--- src/rtl/servo_motion_sequencer_if.sv ---
// Command/status bundle between the one-shot debouncers, the PWM period counter
// and the servo motion sequencer.
interface servo_motion_sequencer_if;
   logic        period_tick;
   logic        inc_req;
   logic        dec_req;
   logic        sweep_req;
   logic        home_req;
   logic [31:0] dc;
   logic [2:0]  state;
   logic        at_min;
   logic        at_max;
   logic        busy;

   modport master (
      output period_tick, inc_req, dec_req, sweep_req, home_req,
      input  dc, state, at_min, at_max, busy
   );

   modport slave (
      input  period_tick, inc_req, dec_req, sweep_req, home_req,
      output dc, state, at_min, at_max, busy
   );
endinterface

--- src/rtl/servo_motion_sequencer.sv ---
// Owns the servo PWM duty count: manual step commands, homing and an autonomous
// back-and-forth sweep, with every duty change committed on a PWM period tick.
module servo_motion_sequencer #(
   parameter logic [31:0] MIN_DC        = 32'd50_000,
   parameter logic [31:0] MAX_DC        = 32'd100_000,
   parameter logic [31:0] HOME_DC       = 32'd75_000,
   parameter logic [31:0] STEP          = 32'd2_500,
   parameter int unsigned STEP_PERIODS  = 2,
   parameter int unsigned DWELL_PERIODS = 10
) (
   input  logic                      clk_div,
   input  logic                      one_shot_rst,
   servo_motion_sequencer_if.slave   ctl
);

   typedef enum logic [2:0] {
      MANUAL   = 3'd0,
      SWEEP_UP = 3'd1,
      DWELL_HI = 3'd2,
      SWEEP_DN = 3'd3,
      DWELL_LO = 3'd4,
      HOME     = 3'd5
   } state_t;

   localparam logic [15:0] STEP_LAST  = 16'(STEP_PERIODS - 1);
   localparam logic [15:0] DWELL_LAST = 16'(DWELL_PERIODS - 1);

   state_t      state_q, state_d;
   logic [31:0] dc_q, dc_d;
   logic [31:0] target_q, target_d;
   logic [15:0] step_cnt_q, step_cnt_d;
   logic [15:0] dwell_cnt_q, dwell_cnt_d;
   logic        at_min_q, at_max_q;

   // Saturating neighbours; compare first so the subtraction can never wrap.
   logic [31:0] target_up, target_dn, dc_up, dc_dn;
   assign target_up = (target_q >= MAX_DC - STEP) ? MAX_DC : target_q + STEP;
   assign target_dn = (target_q <= MIN_DC + STEP) ? MIN_DC : target_q - STEP;
   assign dc_up     = (dc_q >= MAX_DC - STEP) ? MAX_DC : dc_q + STEP;
   assign dc_dn     = (dc_q <= MIN_DC + STEP) ? MIN_DC : dc_q - STEP;

   always_ff @(posedge clk_div or posedge one_shot_rst) begin
      if (one_shot_rst) begin
         state_q     <= MANUAL;
         dc_q        <= HOME_DC;
         target_q    <= HOME_DC;
         step_cnt_q  <= '0;
         dwell_cnt_q <= '0;
         at_min_q    <= 1'b0;
         at_max_q    <= 1'b0;
      end else begin
         state_q     <= state_d;
         dc_q        <= dc_d;
         target_q    <= target_d;
         step_cnt_q  <= step_cnt_d;
         dwell_cnt_q <= dwell_cnt_d;
         at_min_q    <= (dc_d == MIN_DC);
         at_max_q    <= (dc_d == MAX_DC);
      end
   end

   always_comb begin
      state_d     = state_q;
      dc_d        = dc_q;
      target_d    = target_q;
      step_cnt_d  = step_cnt_q;
      dwell_cnt_d = dwell_cnt_q;

      if (ctl.home_req) begin
         target_d = HOME_DC;
         state_d  = HOME;
         if (ctl.period_tick) dc_d = target_q;
      end else if (ctl.sweep_req && state_q != HOME) begin
         if (state_q == MANUAL) begin
            state_d    = (dc_q == MAX_DC) ? SWEEP_DN : SWEEP_UP;
            step_cnt_d = '0;
         end else begin
            state_d = MANUAL;
         end
         // Outside MANUAL target already tracks dc, so this only drops a pending manual edit.
         target_d = dc_q;
      end else begin
         case (state_q)
            MANUAL: begin
               if (ctl.inc_req && !ctl.dec_req) target_d = target_up;
               if (ctl.dec_req && !ctl.inc_req) target_d = target_dn;
               if (ctl.period_tick) dc_d = target_q;
            end
            SWEEP_UP: if (ctl.period_tick) begin
               if (step_cnt_q == STEP_LAST) begin
                  dc_d       = dc_up;
                  target_d   = dc_up;
                  step_cnt_d = '0;
                  if (dc_up == MAX_DC) begin
                     state_d     = DWELL_HI;
                     dwell_cnt_d = '0;
                  end
               end else begin
                  step_cnt_d = step_cnt_q + 16'd1;
               end
            end
            SWEEP_DN: if (ctl.period_tick) begin
               if (step_cnt_q == STEP_LAST) begin
                  dc_d       = dc_dn;
                  target_d   = dc_dn;
                  step_cnt_d = '0;
                  if (dc_dn == MIN_DC) begin
                     state_d     = DWELL_LO;
                     dwell_cnt_d = '0;
                  end
               end else begin
                  step_cnt_d = step_cnt_q + 16'd1;
               end
            end
            DWELL_HI, DWELL_LO: if (ctl.period_tick) begin
               if (dwell_cnt_q == DWELL_LAST) begin
                  state_d    = (state_q == DWELL_HI) ? SWEEP_DN : SWEEP_UP;
                  step_cnt_d = '0;
               end else begin
                  dwell_cnt_d = dwell_cnt_q + 16'd1;
               end
            end
            HOME: if (ctl.period_tick) begin
               dc_d    = HOME_DC;
               state_d = MANUAL;
            end
            default: begin
               state_d  = MANUAL;
               target_d = dc_q;
            end
         endcase
      end
   end

   assign ctl.dc     = dc_q;
   assign ctl.state  = state_q;
   assign ctl.at_min = at_min_q;
   assign ctl.at_max = at_max_q;
   assign ctl.busy   = (state_q != MANUAL) || (target_q != dc_q);

endmodule
--- src/flat_wrapper.sv ---
// flat-port wrapper written by rule: the top's interface ports become plain ports
module servo_motion_sequencer_flat 
#(
   parameter logic [31:0] MIN_DC        = 32'd50_000,
   parameter logic [31:0] MAX_DC        = 32'd100_000,
   parameter logic [31:0] HOME_DC       = 32'd75_000,
   parameter logic [31:0] STEP          = 32'd2_500,
   parameter int unsigned STEP_PERIODS  = 2,
   parameter int unsigned DWELL_PERIODS = 10
)
  (clk_div, one_shot_rst, ctl_period_tick, ctl_inc_req, ctl_dec_req, ctl_sweep_req, ctl_home_req, ctl_dc, ctl_state, ctl_at_min, ctl_at_max, ctl_busy);
  servo_motion_sequencer_if ctl_i ();
  input  logic clk_div;
  input  logic one_shot_rst;
  input wire logic [$bits(ctl_i.period_tick)-1:0] ctl_period_tick;
  input wire logic [$bits(ctl_i.inc_req)-1:0] ctl_inc_req;
  input wire logic [$bits(ctl_i.dec_req)-1:0] ctl_dec_req;
  input wire logic [$bits(ctl_i.sweep_req)-1:0] ctl_sweep_req;
  input wire logic [$bits(ctl_i.home_req)-1:0] ctl_home_req;
  output wire logic [$bits(ctl_i.dc)-1:0] ctl_dc;
  output wire logic [$bits(ctl_i.state)-1:0] ctl_state;
  output wire logic [$bits(ctl_i.at_min)-1:0] ctl_at_min;
  output wire logic [$bits(ctl_i.at_max)-1:0] ctl_at_max;
  output wire logic [$bits(ctl_i.busy)-1:0] ctl_busy;
  assign ctl_i.period_tick = ctl_period_tick;
  assign ctl_i.inc_req = ctl_inc_req;
  assign ctl_i.dec_req = ctl_dec_req;
  assign ctl_i.sweep_req = ctl_sweep_req;
  assign ctl_i.home_req = ctl_home_req;
  assign ctl_dc = ctl_i.dc;
  assign ctl_state = ctl_i.state;
  assign ctl_at_min = ctl_i.at_min;
  assign ctl_at_max = ctl_i.at_max;
  assign ctl_busy = ctl_i.busy;
  servo_motion_sequencer #(.MIN_DC(MIN_DC), .MAX_DC(MAX_DC), .HOME_DC(HOME_DC), .STEP(STEP), .STEP_PERIODS(STEP_PERIODS), .DWELL_PERIODS(DWELL_PERIODS)) u_core (.clk_div(clk_div), .one_shot_rst(one_shot_rst), .ctl(ctl_i));
endmodule
--- config.mk ---
export PLATFORM = sky130hd
export DESIGN_NAME = servo_motion_sequencer_flat
export DESIGN_NICKNAME = d
export VERILOG_FILES = /design/src/rtl/servo_motion_sequencer_if.sv /design/src/rtl/servo_motion_sequencer.sv /design/src/flat_wrapper.sv
export SDC_FILE = /design/constraint.sdc
export NUM_CORES = 1
export LEC_CHECK = 0
export BUFFER_PORTS_ARGS = -buffer_cell sky130_fd_sc_hd__clkbuf_2
export CELL_PAD_IN_SITES_DETAIL_PLACEMENT = 0
export CELL_PAD_IN_SITES_GLOBAL_PLACEMENT = 1
export CORE_MARGIN = 2
export CORE_UTILIZATION = 25
export CTS_CLUSTER_DIAMETER = 50
export DETAILED_ROUTE_END_ITERATION = 10
export GPL_TIMING_DRIVEN = 0
export PLACE_DENSITY_LB_ADDON = 0.2
export RECOVER_POWER = 100
export SYNTH_ARGS = -nofsm -noshare
export SYNTH_HDL_FRONTEND = slang
export SYNTH_SLANG_ARGS = --single-unit
--- constraint.sdc ---
create_clock -name clk_div -period 3.8 [get_ports clk_div]
set_input_delay 0.19 -clock clk_div [delete_from_list [all_inputs] [get_ports clk_div]]
set_output_delay 0.19 -clock clk_div [all_outputs]
set_load 0.03 [all_outputs]
Word level (Yosys, flattened, before mapping)
Index checks and enable logic that the tools add are counted.

Add/subtract/negate cells: 6. Magnitude comparators: 4. Equal/unequal tests: 38. Muxes and demuxes: 53. Bitwise operators: 2. Reductions and logical operators: 17.

Operators with widths (count): two-way mux 32 bit (20); case mux 32 bit (4 select lines) (2); two-way mux 16 bit (14); == test 32 x 17 -> 1 bit (second input constant) (3); adder 32 x 12 -> 32 bit (second input constant) (2); == test 32 x 16 -> 1 bit (second input constant) (2); >= comparator 32 x 17 -> 1 bit (second input constant) (2); less-or-equal comparator 32 x 16 -> 1 bit (second input constant) (2); subtractor 32 x 12 -> 32 bit (second input constant) (2); case mux 16 bit (3 select lines) (1); two-way mux 3 bit (12); adder 16 x 1 -> 16 bit (second input constant) (2); inequality test 32 bit (1); case mux 16 bit (2 select lines) (1); inequality test 4 x 2 -> 1 bit (second input constant) (5); == test 16 x 1 -> 1 bit (second input constant) (1); == test 16 x 4 -> 1 bit (second input constant) (1); inequality test 4 x 3 -> 1 bit (second input constant) (4); case mux 3 bit (5 select lines) (1); AND reduction 6 bit (2); AND reduction 11 bit (1); inequality test 2 bit (second input constant) (5); AND reduction 10 bit (1); inequality test 3 x 1 -> 1 bit (second input constant) (3); 16 further kinds (30).

Flip-flop bits (word level): 101. Output and inout bits: 38.

Longest topological paths before layout
Depth in word-level cells: 9. Gate-level depth with buffers: 16. Depth with buffers taken out: 12.

Worst setup path before layout
OpenSTA, ideal clock, no wires.

Path type: register -> register. Start point: register u_core.dc_q[3] (netlist: u_core.ctl.dc[3]). End point: register u_core.dwell_cnt_q[3]. Setup time: 0.095 ns. Arrival time: 4.094 ns. Data required time: 3.705 ns. Slack: -0.389 ns. Cell stages (with the launch flop): 17. Buffers on the path: 4. Cells stage by stage: dfstp_2 -> clkbuf_1 -> inv_1 -> ha_1 -> nor3b_2 -> nor4b_2 -> buf_2 -> nand2_1 -> a211oi_1 -> o211ai_1 -> or4_1 -> a21oi_2 -> o2111ai_2 -> or2_0 -> clkbuf_2 -> buf_6 -> o31ai_1.

Longest elaborated chain between the ends: 5.

RTL lines: start, declared (RTL line servo_motion_sequencer.sv:29) `logic [31:0] dc_q, dc_d;`; start signal, assigned (RTL line servo_motion_sequencer.sv:45) `dc_q <= HOME_DC;`; start signal, assigned (RTL line servo_motion_sequencer.sv:53) `dc_q <= dc_d;`; subtractor 32 x 12 -> 32 bit, or another cell as far along (RTL line servo_motion_sequencer.sv:40) `assign dc_dn = (dc_q <= MIN_DC + STEP) ? MIN_DC : dc_q - STEP;`; two-way mux 32 bit (on tied branches) (RTL line servo_motion_sequencer.sv:40, servo_motion_sequencer.sv:39); == test 32 x 16 -> 1 bit / == test 32 x 17 -> 1 bit (equally long branches) (RTL line servo_motion_sequencer.sv:107, servo_motion_sequencer.sv:94); inequality test 2 x 1 -> 1 bit (no source line); AND reduction 11 bit (no source line) (*); end signal, assigned (RTL line servo_motion_sequencer.sv:56) `dwell_cnt_q <= dwell_cnt_d;`; end, declared (RTL line servo_motion_sequencer.sv:32) `logic [15:0] dwell_cnt_q, dwell_cnt_d;`.

Mark *: on every way between the ends. The rest lies on a longest branch, timed or not. A chain may end at the register's enable or synchronous reset.

Worst setup path after layout
Start point: register u_core.dc_q[9] (netlist: u_core.ctl.dc[9]). End point: register u_core.at_min_q (netlist: u_core.ctl.at_min).

Longest elaborated chain between the ends: 8.

RTL lines: subtractor 32 x 12 -> 32 bit, or another cell as far along (RTL line servo_motion_sequencer.sv:40); two-way mux 32 bit (on tied branches) (RTL line servo_motion_sequencer.sv:40, servo_motion_sequencer.sv:39); two-way mux 32 bit (on tied branches) (RTL line servo_motion_sequencer.sv:103, servo_motion_sequencer.sv:90); two-way mux 32 bit (on tied branches) (RTL line servo_motion_sequencer.sv:102, servo_motion_sequencer.sv:89); case mux 32 bit (4 select lines) (*) (RTL line servo_motion_sequencer.sv:83) `case (state_q)`; two-way mux 32 bit (*) (RTL line servo_motion_sequencer.sv:73) `end else if (ctl.sweep_req && state_q != HOME) begin`; two-way mux 32 bit (*) (RTL line servo_motion_sequencer.sv:69) `if (ctl.home_req) begin`; named net u_core.dc_d[13] (RTL line servo_motion_sequencer.sv:29); == test 32 x 16 -> 1 bit (*) (RTL line servo_motion_sequencer.sv:57) `at_min_q <= (dc_d == MIN_DC);`; end signal, assigned (RTL line servo_motion_sequencer.sv:57); end, declared (RTL line servo_motion_sequencer.sv:33) `logic at_min_q, at_max_q;`.

The timed path passes the listed nets; every way through them passes the cells marked *.

==> flow_summary.toml <==
[finish]
final_layout_size_suffix_gt1_share_pct = 16.82
layout.nets = 1445
final_cells = 1951
diodes = 0
areaGrowthSynthToFinish_pct = 22.59
fillers = 4309

[grt]
grt_start_max_net_pins = 70
antenna_found_initial = 1
grt_usage_pct = 25.05
met1_usage_pct = 34.64
top_usage_layer = "met2"
met3_usage_pct = 3.483
grt_pass1_vias = 11010
grt_first_pass_wirelength_mm = 76.09
met2_usage_pct = 38.28
grt.overflow.total = 0

[synthesis]
yosysWarnings = 0
avgSynthCellArea_um2 = 7.414
netlist_instances = 1328
ys_ff_latch = 101
synth-edff-count = 0
syn-cell-area_um2 = 9846
synth_flop_cell = "dfrtp_1"
synth_nets = 1345
synth.yosys.seq_area_share_pct = 25.87
synth_cell_types = 85
async_flop_share_pct = 100.0

[floorplanning]
dieArea_um2 = 40990
die_x_um = 202.5
ioPinCount = 45
start_util_pct = 25.42
die_y_um = 202.5
rows = 72
core_um2 = 38740

[timing]
finClkSkew_ns = 0.01347
setup_violations = 24
setup_slack_ns = -0.3654
worstMarginPinSlew_ns = 1.925
finalCritPeriodShare_pct = 109.6
fmax_ghz = 0.2401
hold_viol_final = 0
fin_crit_ns = 4.165
hold_ws_ns = 0.3654
slew_violations = 104
rsz0062_at_grt = "yes"
max-slew-margin-rel_pct = -28.33

[placed_design]
place_ws_ns = -1.412
dp_hpwl_mm = 38.87
globalplace.congestion = 1.001
io_buffer_count = 42
placed_cells = 1890

[worst_setup_path]
end_kind = "register"
worstPathArrival_ns = 4.45
critPathMaxFanout = 10
setup.worst_path.start_class = "register"
worst_ep_required_time_ns = 4.08
path_class = "register to register"

[run_status]
status = "complete, but fails checks"
violations = "max-capacitance violations, max-slew violations, negative setup slack"

[hold_path]
hold_path.class = "primary input to register"

[power_and_ir_drop]
total_power_mw = 10.12
peakVddDrop_v = 0.0003588
leakagePower_nw = 4.454
powerDensity_nw_per_um2 = 838.2

[route]
drtIter0Drc = 1185
wl_per_cell_um = 26.80
dr.pass1.iters = 7
drt_wl_total_mm = 52.29
via_per_inst = 5.942
final_antenna_net_count = 0
vias = 11592
drc_errors = 0

[cts]
clk_pin_slew_ns = 0.07
cts.path.max_buffers = 2
htreeDepth = 3
root_buffer = "clkbuf_16"
clock_latency_ns = 0.39
clock-sinks = 101
numCtsBuffers = 9
cts_tree = "built"

[run]
maxCapViolCount = 2
[flip-flops by register name (all words and copies together), names as in the netlist]
name,cells
u_core.ctl.dc,32
u_core.dwell_cnt_q,16
u_core.ctl.at_min,1
u_core.ctl.at_max,1
u_core.ctl.state,3
u_core.step_cnt_q,16
u_core.target_q,32
[Yosys cell counts, types with 25 or more instances]
cell | n | area share [%]
xor2_1 | 52 | 4.6
xnor2_1 | 51 | 4.5
inv_1 | 26 | 0.99
nor4_1 | 36 | 2.3
clkbuf_1 | 99 | 3.8
nand2_1 | 113 | 4.3
dfrtp_1 | 85 | 22
o31ai_1 | 28 | 2.1
a21oi_1 | 79 | 4.0
nand3_1 | 44 | 2.2
o21ai_0 | 129 | 6.6
nor2_1 | 119 | 4.5
nor3_1 | 43 | 2.2
nand4_1 | 25 | 1.6
[layout by cell type, fill, tap and decap left out, drive strengths merged, types with 7 or more instances in the layout]
cell    instances
nor3           44
a211oi         13
or3            18
dfstp          16
and2            9
nand3          44
nor2          119
o22ai          22
o221ai         13
dfrtp          85
nand2b         17
nand2         113
ha             10
o31a            7
nand4          25
o21a            7
buf            70
a221oi         13
xnor2          51
nor4b          11
inv            25
a21boi          7
or4             8
mux2i           9
o41ai           7
o211ai          8
clkbuf        155
a22oi          13
xor2           52
or2            11
and3           19
o31ai          28
a21oi          80
o21ai         131
nor4           39
a21o            8
a31oi          17
nor2b          10
[report_power, final]
part / switching (mW) / internal [mW] / total [mW] / leakage [nW]
clock network: 0.475 / 0.531 / 1.01 / 0.137
logic: 5.02 / 2.26 / 7.28 / 3.01
registers: 0.392 / 1.44 / 1.83 / 1.31
[cells by family after synthesis]
logic type / count (synthesis) / synth area share (%)
buf+inv: 150 / 5.960
compound gates: 435 / 28.89
simple gates: 516 / 27.36
fa+ha+maj: 10 / 1.271
flops: 101 / 25.87
mux: 13 / 1.487
xor+xnor: 103 / 9.163
[final timing paths]
path                                         from  cells after the start  slack, ns                     end
max                              u_core.ctl.dc[9]                     12      -0.37       u_core.ctl.at_min
min                                 ctl_sweep_req                      5       0.37     u_core.ctl.state[1]
max reg2reg                      u_core.ctl.dc[9]                     12      -0.37       u_core.ctl.at_min
min reg2reg                u_core.dwell_cnt_q[15]                      1       0.52  u_core.dwell_cnt_q[15]
max in group asynchronous            one_shot_rst                      4       0.45        u_core.ctl.dc[8]
min in group asynchronous            one_shot_rst                      3       0.70   u_core.step_cnt_q[10]
[final cells by class]
class / count / area, um^2 / area share, %
Buffer: 117 / 564.3 / 4.675
Tap cell: 518 / 648.1 / 5.370
Timing Repair Buffer: 95 / 623.1 / 5.162
Sequential cell: 101 / 2552 / 21.15
Multi-Input combinational cell: 1078 / 7292 / 60.41
Clock buffer: 14 / 254.0 / 2.104
Inverter: 26 / 98.84 / 0.8189
Clock inverter: 2 / 37.54 / 0.3110
[critical path, cell delays in order (launching register included)]
cell      delay (ns)
dfrtp_2         0.44
buf_4           0.17
clkbuf_1        0.27
clkbuf_2        0.33
nor3_1          0.53
o31a_1          0.45
buf_4           0.32
o22ai_1         0.23
o221a_2         0.29
nand4b_1        0.30
nor4_4          0.29
nand2_2         0.14
nor4_1          0.30
[stage by stage]
stage          setup TNS [ns]  util [%]  instance area (um^2)
3_3_place_gp          -111.88     27.75                 10750
5_1_grt                -10.95     31.16                 12070
4_1_cts                -4.345     30.26                 11720
6_report               -5.523     31.16                 12070
3_5_place_dp           -29.73     27.88                 10800
2_1_floorplan               0         -                  9891
[per-layer routing]
metal	vias to the layer above	wire, um	share of wire (%)
met1	5795	22800	44
met5	-	0	0
met2	534	23140	44
met4	0	2743	5.2
li1	5145	-	-
met3	118	3596	6.9
[what timing repair did]
item | CTS | global route
hold buffers | 1 | 0
setup endpoints to repair | 57 | 53
gates cloned | 1 | 2
gates resized for setup | 88 | 110
pin swaps | 20 | 33
buffers inserted | 39 | 12
endpoints found under the hold margin | 32 | 0
(Power assumes the default switching activity.)
